$ cat config.mk
export PLATFORM = sky130hd
export DESIGN_NAME = nh_pixel_streamer
export DESIGN_NICKNAME = d
export VERILOG_FILES = /design/src/rtl/nh_pixel_streamer.sv
export SDC_FILE = /design/constraint.sdc
export NUM_CORES = 1
export LEC_CHECK = 0
export ABC_AREA = 1
export CAP_MARGIN = 20
export CORE_UTILIZATION = 39
export DETAILED_ROUTE_END_ITERATION = 8
export GPL_TIMING_DRIVEN = 0
export PLACE_DENSITY = 0.77
export SYNTH_ARGS = -nofsm -noshare
export SYNTH_HDL_FRONTEND = slang
export SYNTH_SLANG_ARGS = --single-unit
$ cat constraint.sdc
create_clock -name clock_i -period 1.3 [get_ports clock_i]
set_clock_uncertainty 0.1 [all_clocks]
set_input_delay 0.195 -clock clock_i [delete_from_list [all_inputs] [get_ports clock_i]]
set_output_delay 0.195 -clock clock_i [all_outputs]
set_load 0.1 [all_outputs]
$ cat src/rtl/nh_pixel_streamer.sv
// Purpose : reads one feature map from a synchronous pixel RAM in raster order and streams it,
//           surrounded by a PAD-pixel zero border, into the neighbourhood window engine.
// Latency : one cycle from coordinate issue to shift_in_rdy_o; first pixel two cycles after start.
// Backpressure: none downstream; out_en_i = 0 simply holds the scan position for that cycle.
//
// Ports:
//   clock_i / reset_i        single clock, synchronous active-high reset
//   start_i, base_addr_i     frame start pulse and RAM address of pixel (0,0), taken only when idle
//   out_en_i                 issue permission for the current cycle
//   mem_rd_en_o, mem_addr_o  RAM read strobe/address (address is 0 when not reading)
//   mem_rd_data_i            RAM read data, valid one cycle after mem_rd_en_o
//   shift_in_rdy_o, shift_in_o  pixel stream to the window engine
//   busy_o, frame_done_o     frame in progress / one-cycle pulse with the last pixel
module nh_pixel_streamer #(
  parameter int PIX_WIDTH = 24,
  parameter int IMG_W     = 32,
  parameter int IMG_H     = 32,
  parameter int PAD       = 1,
  parameter int ADDR_W    = 10
) (
  input  logic                 clock_i,
  input  logic                 reset_i,
  input  logic                 start_i,
  input  logic [ADDR_W-1:0]    base_addr_i,
  input  logic                 out_en_i,
  output logic                 mem_rd_en_o,
  output logic [ADDR_W-1:0]    mem_addr_o,
  input  logic [PIX_WIDTH-1:0] mem_rd_data_i,
  output logic                 shift_in_rdy_o,
  output logic [PIX_WIDTH-1:0] shift_in_o,
  output logic                 busy_o,
  output logic                 frame_done_o
);

  localparam int PW = IMG_W + 2 * PAD;
  localparam int PH = IMG_H + 2 * PAD;
  // One spare count value so the unsigned offset test below never aliases.
  localparam int CW = $clog2(PW + 1);
  localparam int RW = $clog2(PH + 1);

  localparam logic [CW-1:0] COL_MAX = CW'(PW - 1);
  localparam logic [RW-1:0] ROW_MAX = RW'(PH - 1);
  localparam logic [CW-1:0] COL_LO  = CW'(PAD);
  localparam logic [RW-1:0] ROW_LO  = RW'(PAD);
  localparam logic [CW-1:0] COL_N   = CW'(IMG_W);
  localparam logic [RW-1:0] ROW_N   = RW'(IMG_H);

  typedef enum logic [1:0] {S_IDLE, S_STREAM, S_DRAIN} state_t;

  typedef struct packed {
    logic valid;
    logic pad;
    logic last;
  } tag_t;

  state_t            state_q;
  logic [CW-1:0]     col_q, col_d;
  logic [RW-1:0]     row_q, row_d;
  logic [ADDR_W-1:0] rd_ptr_q, rd_ptr_d;
  tag_t              p1_q, p1_d;

  logic          issue;
  logic          interior;
  logic          is_last;
  logic [CW-1:0] col_off;
  logic [RW-1:0] row_off;

  // Offset from the first interior column/row; coordinates left of or above the
  // interior wrap to a large unsigned value and fail the "< size" test.
  assign col_off  = col_q - COL_LO;
  assign row_off  = row_q - ROW_LO;
  assign interior = (col_off < COL_N) && (row_off < ROW_N);
  assign is_last  = (col_q == COL_MAX) && (row_q == ROW_MAX);
  assign issue    = (state_q == S_STREAM) && out_en_i;

  assign mem_rd_en_o = issue && interior;
  assign mem_addr_o  = mem_rd_en_o ? rd_ptr_q : '0;

  always_comb begin
    col_d    = col_q;
    row_d    = row_q;
    rd_ptr_d = rd_ptr_q;
    p1_d     = '{valid: issue, pad: ~interior, last: is_last};
    if (state_q == S_IDLE && start_i) begin
      col_d    = '0;
      row_d    = '0;
      rd_ptr_d = base_addr_i;
    end else if (issue) begin
      if (interior) begin
        rd_ptr_d = rd_ptr_q + ADDR_W'(1);
      end
      if (col_q == COL_MAX) begin
        col_d = '0;
        row_d = row_q + RW'(1);
      end else begin
        col_d = col_q + CW'(1);
      end
    end
  end

  always_ff @(posedge clock_i) begin
    if (reset_i) begin
      state_q  <= S_IDLE;
      col_q    <= '0;
      row_q    <= '0;
      rd_ptr_q <= '0;
      p1_q     <= '0;
    end else begin
      col_q    <= col_d;
      row_q    <= row_d;
      rd_ptr_q <= rd_ptr_d;
      p1_q     <= p1_d;
      case (state_q)
        S_IDLE:   if (start_i) state_q <= S_STREAM;
        S_STREAM: if (issue && is_last) state_q <= S_DRAIN;
        S_DRAIN:  state_q <= S_IDLE;
        default:  state_q <= S_IDLE;
      endcase
    end
  end

  assign busy_o         = (state_q != S_IDLE);
  assign shift_in_rdy_o = p1_q.valid;
  // Border pixels never touched the RAM, so the stale read data is masked here.
  assign shift_in_o     = (p1_q.valid && !p1_q.pad) ? mem_rd_data_i : '0;
  assign frame_done_o   = p1_q.valid && p1_q.last;

endmodule

Yosys cells after proc, flatten, opt, wreduce, memory -nomap -nowiden:

Cells that the tools add are included.

* word-level logic and storage cells: 46
* input bits: 38
* register bits: 27
* output and inout port bits: 38

* reductions and logical operators: 17
* multiplexer cells: 9
* bitwise logic cells: 1
* $lt $le $gt $ge: 2
* add/subtract/negate cells: 5
* eq/ne operators: 5

Operator list (count)
* 2-to-1 mux 10 bit: 4
* 2-to-1 mux 24 bit: 1
* adder 6 x 1 -> 6 bit (second input constant): 2
* == test 6 bit (second input constant): 2
* < comparator 6 bit (second input constant): 2
* subtractor 6 x 1 -> 6 bit (second input constant): 2
* adder 10 x 1 -> 10 bit (second input constant): 1
* logical AND 1 bit: 8
* 2-to-1 mux 6 bit: 1
* AND reduction 2 bit: 3
* nonzero test 2 bit: 3
* 2-to-1 mux 2 bit: 2
* case mux 2 bit (2 select lines): 1
* == test 2 x 1 -> 1 bit (second input constant): 1
* zero test 2 bit: 1
* != test 2 x 1 -> 1 bit (second input constant): 1
* != test 2 bit (second input constant): 1
* OR reduction 2 bit: 1
* zero test 1 bit: 1
* inverter 1 bit: 1

Longest topological paths before layout:

* depth after elaboration: 6
* gate-level depth with buffers: 10
* depth with buffers taken out: 10

Worst setup path before layout:

Ideal clock, no wire load.

* kind: reg-to-output
* start point: reg p1_q (netlist bit shift_in_rdy_o)
* end point: out shift_in_o[10]
* path slack: -1.724 ns
* data required time: 1.005 ns
* buffers on the path: 1
* stages on the path, launching flop included: 4
* data arrival time: 2.729 ns
* cells stage by stage: dfxtp_1 -> nand2_1 -> clkbuf_1 -> nor2_1

* word-level cells in the longest chain between the ends: 2

Ends and longest elaborated chain
* start: declaration: RTL line 60 `tag_t p1_q, p1_d;`
* start signal: assignment: RTL line 112 `p1_q <= p1_d;`
* logical AND 1 bit: RTL line 125 `assign shift_in_o = (p1_q.valid && !p1_q.pad) ? mem_rd_data_i : '0;`
* 2-to-1 mux 24 bit: RTL line 125
* end: declaration: RTL line 30 `output logic [PIX_WIDTH-1:0] shift_in_o,`

No other way between the ends.

Worst setup path in the final report:

* start point: reg state_q[1]
* end point: out mem_addr_o[3]

* word-level cells in the longest chain between the ends: 4

Ends and longest elaborated chain
* start: declaration: RTL line 56 `state_t state_q;`
* start signal: assignment: RTL line 103 `state_q <= S_IDLE;`
* start signal: assignment: RTL line 114 `S_IDLE: if (start_i) state_q <= S_STREAM;`
* start signal: assignment: RTL line 115 `S_STREAM: if (issue && is_last) state_q <= S_DRAIN;`
* == test 2 x 1 -> 1 bit: RTL line 74 `assign issue = (state_q == S_STREAM) && out_en_i;`
* logical AND 1 bit: RTL line 74
* logical AND 1 bit: RTL line 76 `assign mem_rd_en_o = issue && interior;`
* 2-to-1 mux 10 bit: RTL line 77 `assign mem_addr_o = mem_rd_en_o ? rd_ptr_q : '0;`
* end: declaration: RTL line 27 `output logic [ADDR_W-1:0] mem_addr_o,`

No other way between the ends.

==> impl_metrics.env <==
export IMPL_cts_num_sinks=27
export IMPL_die_width_um=71.2
export IMPL_yosys_top_cells_area="dfxtp_1 29%, nor2_1 13%, inv_1 11%"
export IMPL_worst_slack_ns=-0.631
export IMPL_timing_rr_end="rd_ptr_q[3]"
export IMPL_fin_crit_ns=1.93
export IMPL_fill_cells=193
export IMPL_viasPerCell=5.35
export IMPL_first_global_vias=2235
export IMPL_mostFrequentLayoutCells="51 x nand2_1, 48 x inv_1, 41 x buf_12"
export IMPL_cts_max_path_buffers=2
export IMPL_initial_core_util=0.417
export IMPL_cp_arrival_ns=1.64
export IMPL_worstMarginPinSlew_ns=0.521
export IMPL_root_buffer="clkbuf_8"
export IMPL_cts_made_buffers=3
export IMPL_rsz0062_at_grt="true"
export IMPL_status="finished, violations left"
export IMPL_cp_max_fo=5
export IMPL_clk_pin_slew_ns=0.11
export IMPL_synth_top_area_cell="dfxtp_1"
export IMPL_fp_dieArea_um2=5070
export IMPL_port_buffer_count=74
export IMPL_syn_num_nets=345
export IMPL_final_util=0.878
export IMPL_drc=13
export IMPL_rows=24
export IMPL_path_class="reg2out"
export IMPL_power_density_nw_per_um2=530
export IMPL_power_frac_seq=0.429
export IMPL_ys_seq_area_frac=0.290
export IMPL_wl_per_cell_um=18.6
export IMPL_dpl_cell_count=428
export IMPL_grt_ovfl_total=0
export IMPL_hpwl_um=3940
export IMPL_synth_seq_cells=27
export IMPL_min_from="reset_i"
export IMPL_grt_max_degree=15
export IMPL_holdPathStages=2
export IMPL_io_pins=76
export IMPL_end_kind="primary output"
export IMPL_p_leak_nw=1.67
export IMPL_holdPathEnd="rd_ptr_q[0]"
export IMPL_postPlaceCellArea_um2=3070
export IMPL_max_stage_delay_ns=0.34
export IMPL_holdWs_ns=0.278
export IMPL_detail_route_antenna_nets=0
export IMPL_violations="design-rule violations, negative setup slack"
export IMPL_synthCells=302
export IMPL_slew_headroom=0.653
export IMPL_layout_drive_gt1_share=0.447
export IMPL_r2r_slack_ns=-0.39
export IMPL_final_common_cell="nand2_1"
export IMPL_setup_violations=62
export IMPL_clock_fmax_mhz=518
export IMPL_min_path_type="in2reg"
export IMPL_comb_power_share=0.330
export IMPL_cts_hold_fix_buffers=0
export IMPL_final_area_um2=3930
export IMPL_finalSetupTns_ns=-20.42
export IMPL_r2r_cells=11
export IMPL_htree_levels=1
export IMPL_finalNonFillerCells=461
export IMPL_start_kind="flop"
export IMPL_dr_pass1_iters=7
export IMPL_final_period_utilization=1.49
export IMPL_die_h_um=71.2
export IMPL_place_congestion=0.842
export IMPL_syn2layout_area_growth_pct=110
export IMPL_track_usage=0.280
export IMPL_wirelength_um=8560
export IMPL_ir_worst_vdd_mv=0.503
export IMPL_p_int_mw=1.36
export IMPL_core_um2=4470
export IMPL_n_antenna_cell=0
export IMPL_grt_pass1_wl_um=11200
export IMPL_synth_distinct_cells=30
export IMPL_yosysWarnings=0
export IMPL_vias=2465
export IMPL_power_switching_mw=0.728
export IMPL_maxSlewViolCount=0
export IMPL_synth_top_area_share=0.290
export IMPL_postSynthAreaPerCell_um2=6.18
export IMPL_crit_chain="inv_1 -> nand2_1 -> inv_2 -> nand2_2 -> inv_2 -> nand3_4 -> buf_12 -> nor2_4 -> buf_12"
export IMPL_nets=453
export IMPL_antenna_found_initial=0
export IMPL_drtIter0Drc=134
export IMPL_insertion_delay_ns=0.28
export IMPL_switching_share=0.349
export IMPL_max_cap_violations=0
export IMPL_hold_viol=0
export IMPL_power_frac_clock=0.240
export IMPL_crit_family="buffers and inverters"
export IMPL_worstPathRequired_ns=1.00
export IMPL_regToRegStartpoint="state_q[1]"
export IMPL_critPathBufInv=5
export IMPL_slowest_stage="dfxtp_1"
export IMPL_synth_area_um2=1870
export IMPL_cts_tree="built"
==> metal layers <==
metal | global-route usage | part of all wire | up-vias
li1 | - | - | 1141
met1 | 0.344 | 0.38 | 1150
met3 | 0.0556 | 0.093 | 22
met5 | 0 | 0 | -
met2 | 0.491 | 0.50 | 152
met4 | 0.0867 | 0.030 | 0
==> power by group through the flow <==
stage          Clock, mW  Sequential [mW]  Combinational, mW
5_1_grt            0.535            0.897              0.729
3_3_place_gp           0            0.909              0.556
2_1_floorplan          0            0.912              0.377
4_1_cts            0.489            0.885              0.619
6_report           0.500            0.895              0.689
3_5_place_dp           0            0.909              0.566
==> metrics by stage <==
| stage | power, mW | worst slack (ns) |
|---|---|---|
| floorplan | 1.29 | -0.448 |
| global placement | 1.46 | -1.52 |
| detailed placement | 1.47 | -1.53 |
| CTS | 1.99 | -0.568 |
| global route | 2.16 | -0.712 |
| finish | 2.08 | -0.631 |
==> registers in the layout, summed over array words and instances (netlist names) <==
register,count
col_q,6
p1_q,2
rd_ptr_q,10
row_q,6
shift_in_rdy_o,1
state_q,2
==> how the worst max path moves through the flow <==
stage	start	to	cells past startpoint	slack (ns)
2_1_floorplan	row_q[2]	mem_addr_o[0]	6	-0.45
3_3_place_gp	out_en_i	mem_addr_o[0]	7	-1.52
3_5_place_dp	out_en_i	mem_addr_o[0]	7	-1.53
4_1_cts	col_q[2]	mem_addr_o[6]	7	-0.57
5_1_grt	state_q[1]	mem_addr_o[3]	9	-0.71
6_report	state_q[1]	mem_addr_o[3]	9	-0.63
==> synthesized netlist by cell type <==
cell type  instances
o21a_1             1
nand2_1           56
buf_12             1
xor2_1             1
nand4_2            1
nor3_1             5
a21oi_2            8
inv_2              1
a21oi_1           10
buf_2              5
nor2_1            63
nor3b_2            2
o21ai_0           14
nor2_8             1
inv_1             57
buf_6              1
nor3b_1            2
ha_1               5
nand3_1           22
o21bai_2           1
clkbuf_1           3
nand4_1            4
or2_2              1
nand3_2            1
nand2_2            5
a31oi_1            1
dfxtp_1           27
or2_0              1
clkinv_1           1
nand3_4            1
==> final cells by class <==
| type | instances | area (um2) | area share |
|---|---|---|---|
| Timing Repair Buffer | 103 | 1460 | 0.372 |
| Multi-Input combinational cell | 206 | 1430 | 0.364 |
| Sequential cell | 27 | 566 | 0.144 |
| Inverter | 59 | 231 | 0.0589 |
| Buffer | 10 | 130 | 0.0331 |
| Tap cell | 52 | 65.1 | 0.0166 |
| Clock buffer | 4 | 45.0 | 0.0115 |
==> timing repair <==
item,4_1_cts,5_1_grt
endpoints found under the hold margin,0,0
pin swaps,8,15
resized for setup,361,30
endpoints found under the setup margin,61,62
setup buffers,18,8
cloned,3,1
==> kinds of logic after synthesis <==
kind of cell / count (synthesis) / share of synthesized area
fa+ha+maj: 5 / 0.0335
buf+inv: 69 / 0.155
compound gates: 35 / 0.115
xor+xnor: 1 / 0.00469
flops: 27 / 0.290
simple gates: 165 / 0.402
(Power assumes the default switching activity.)
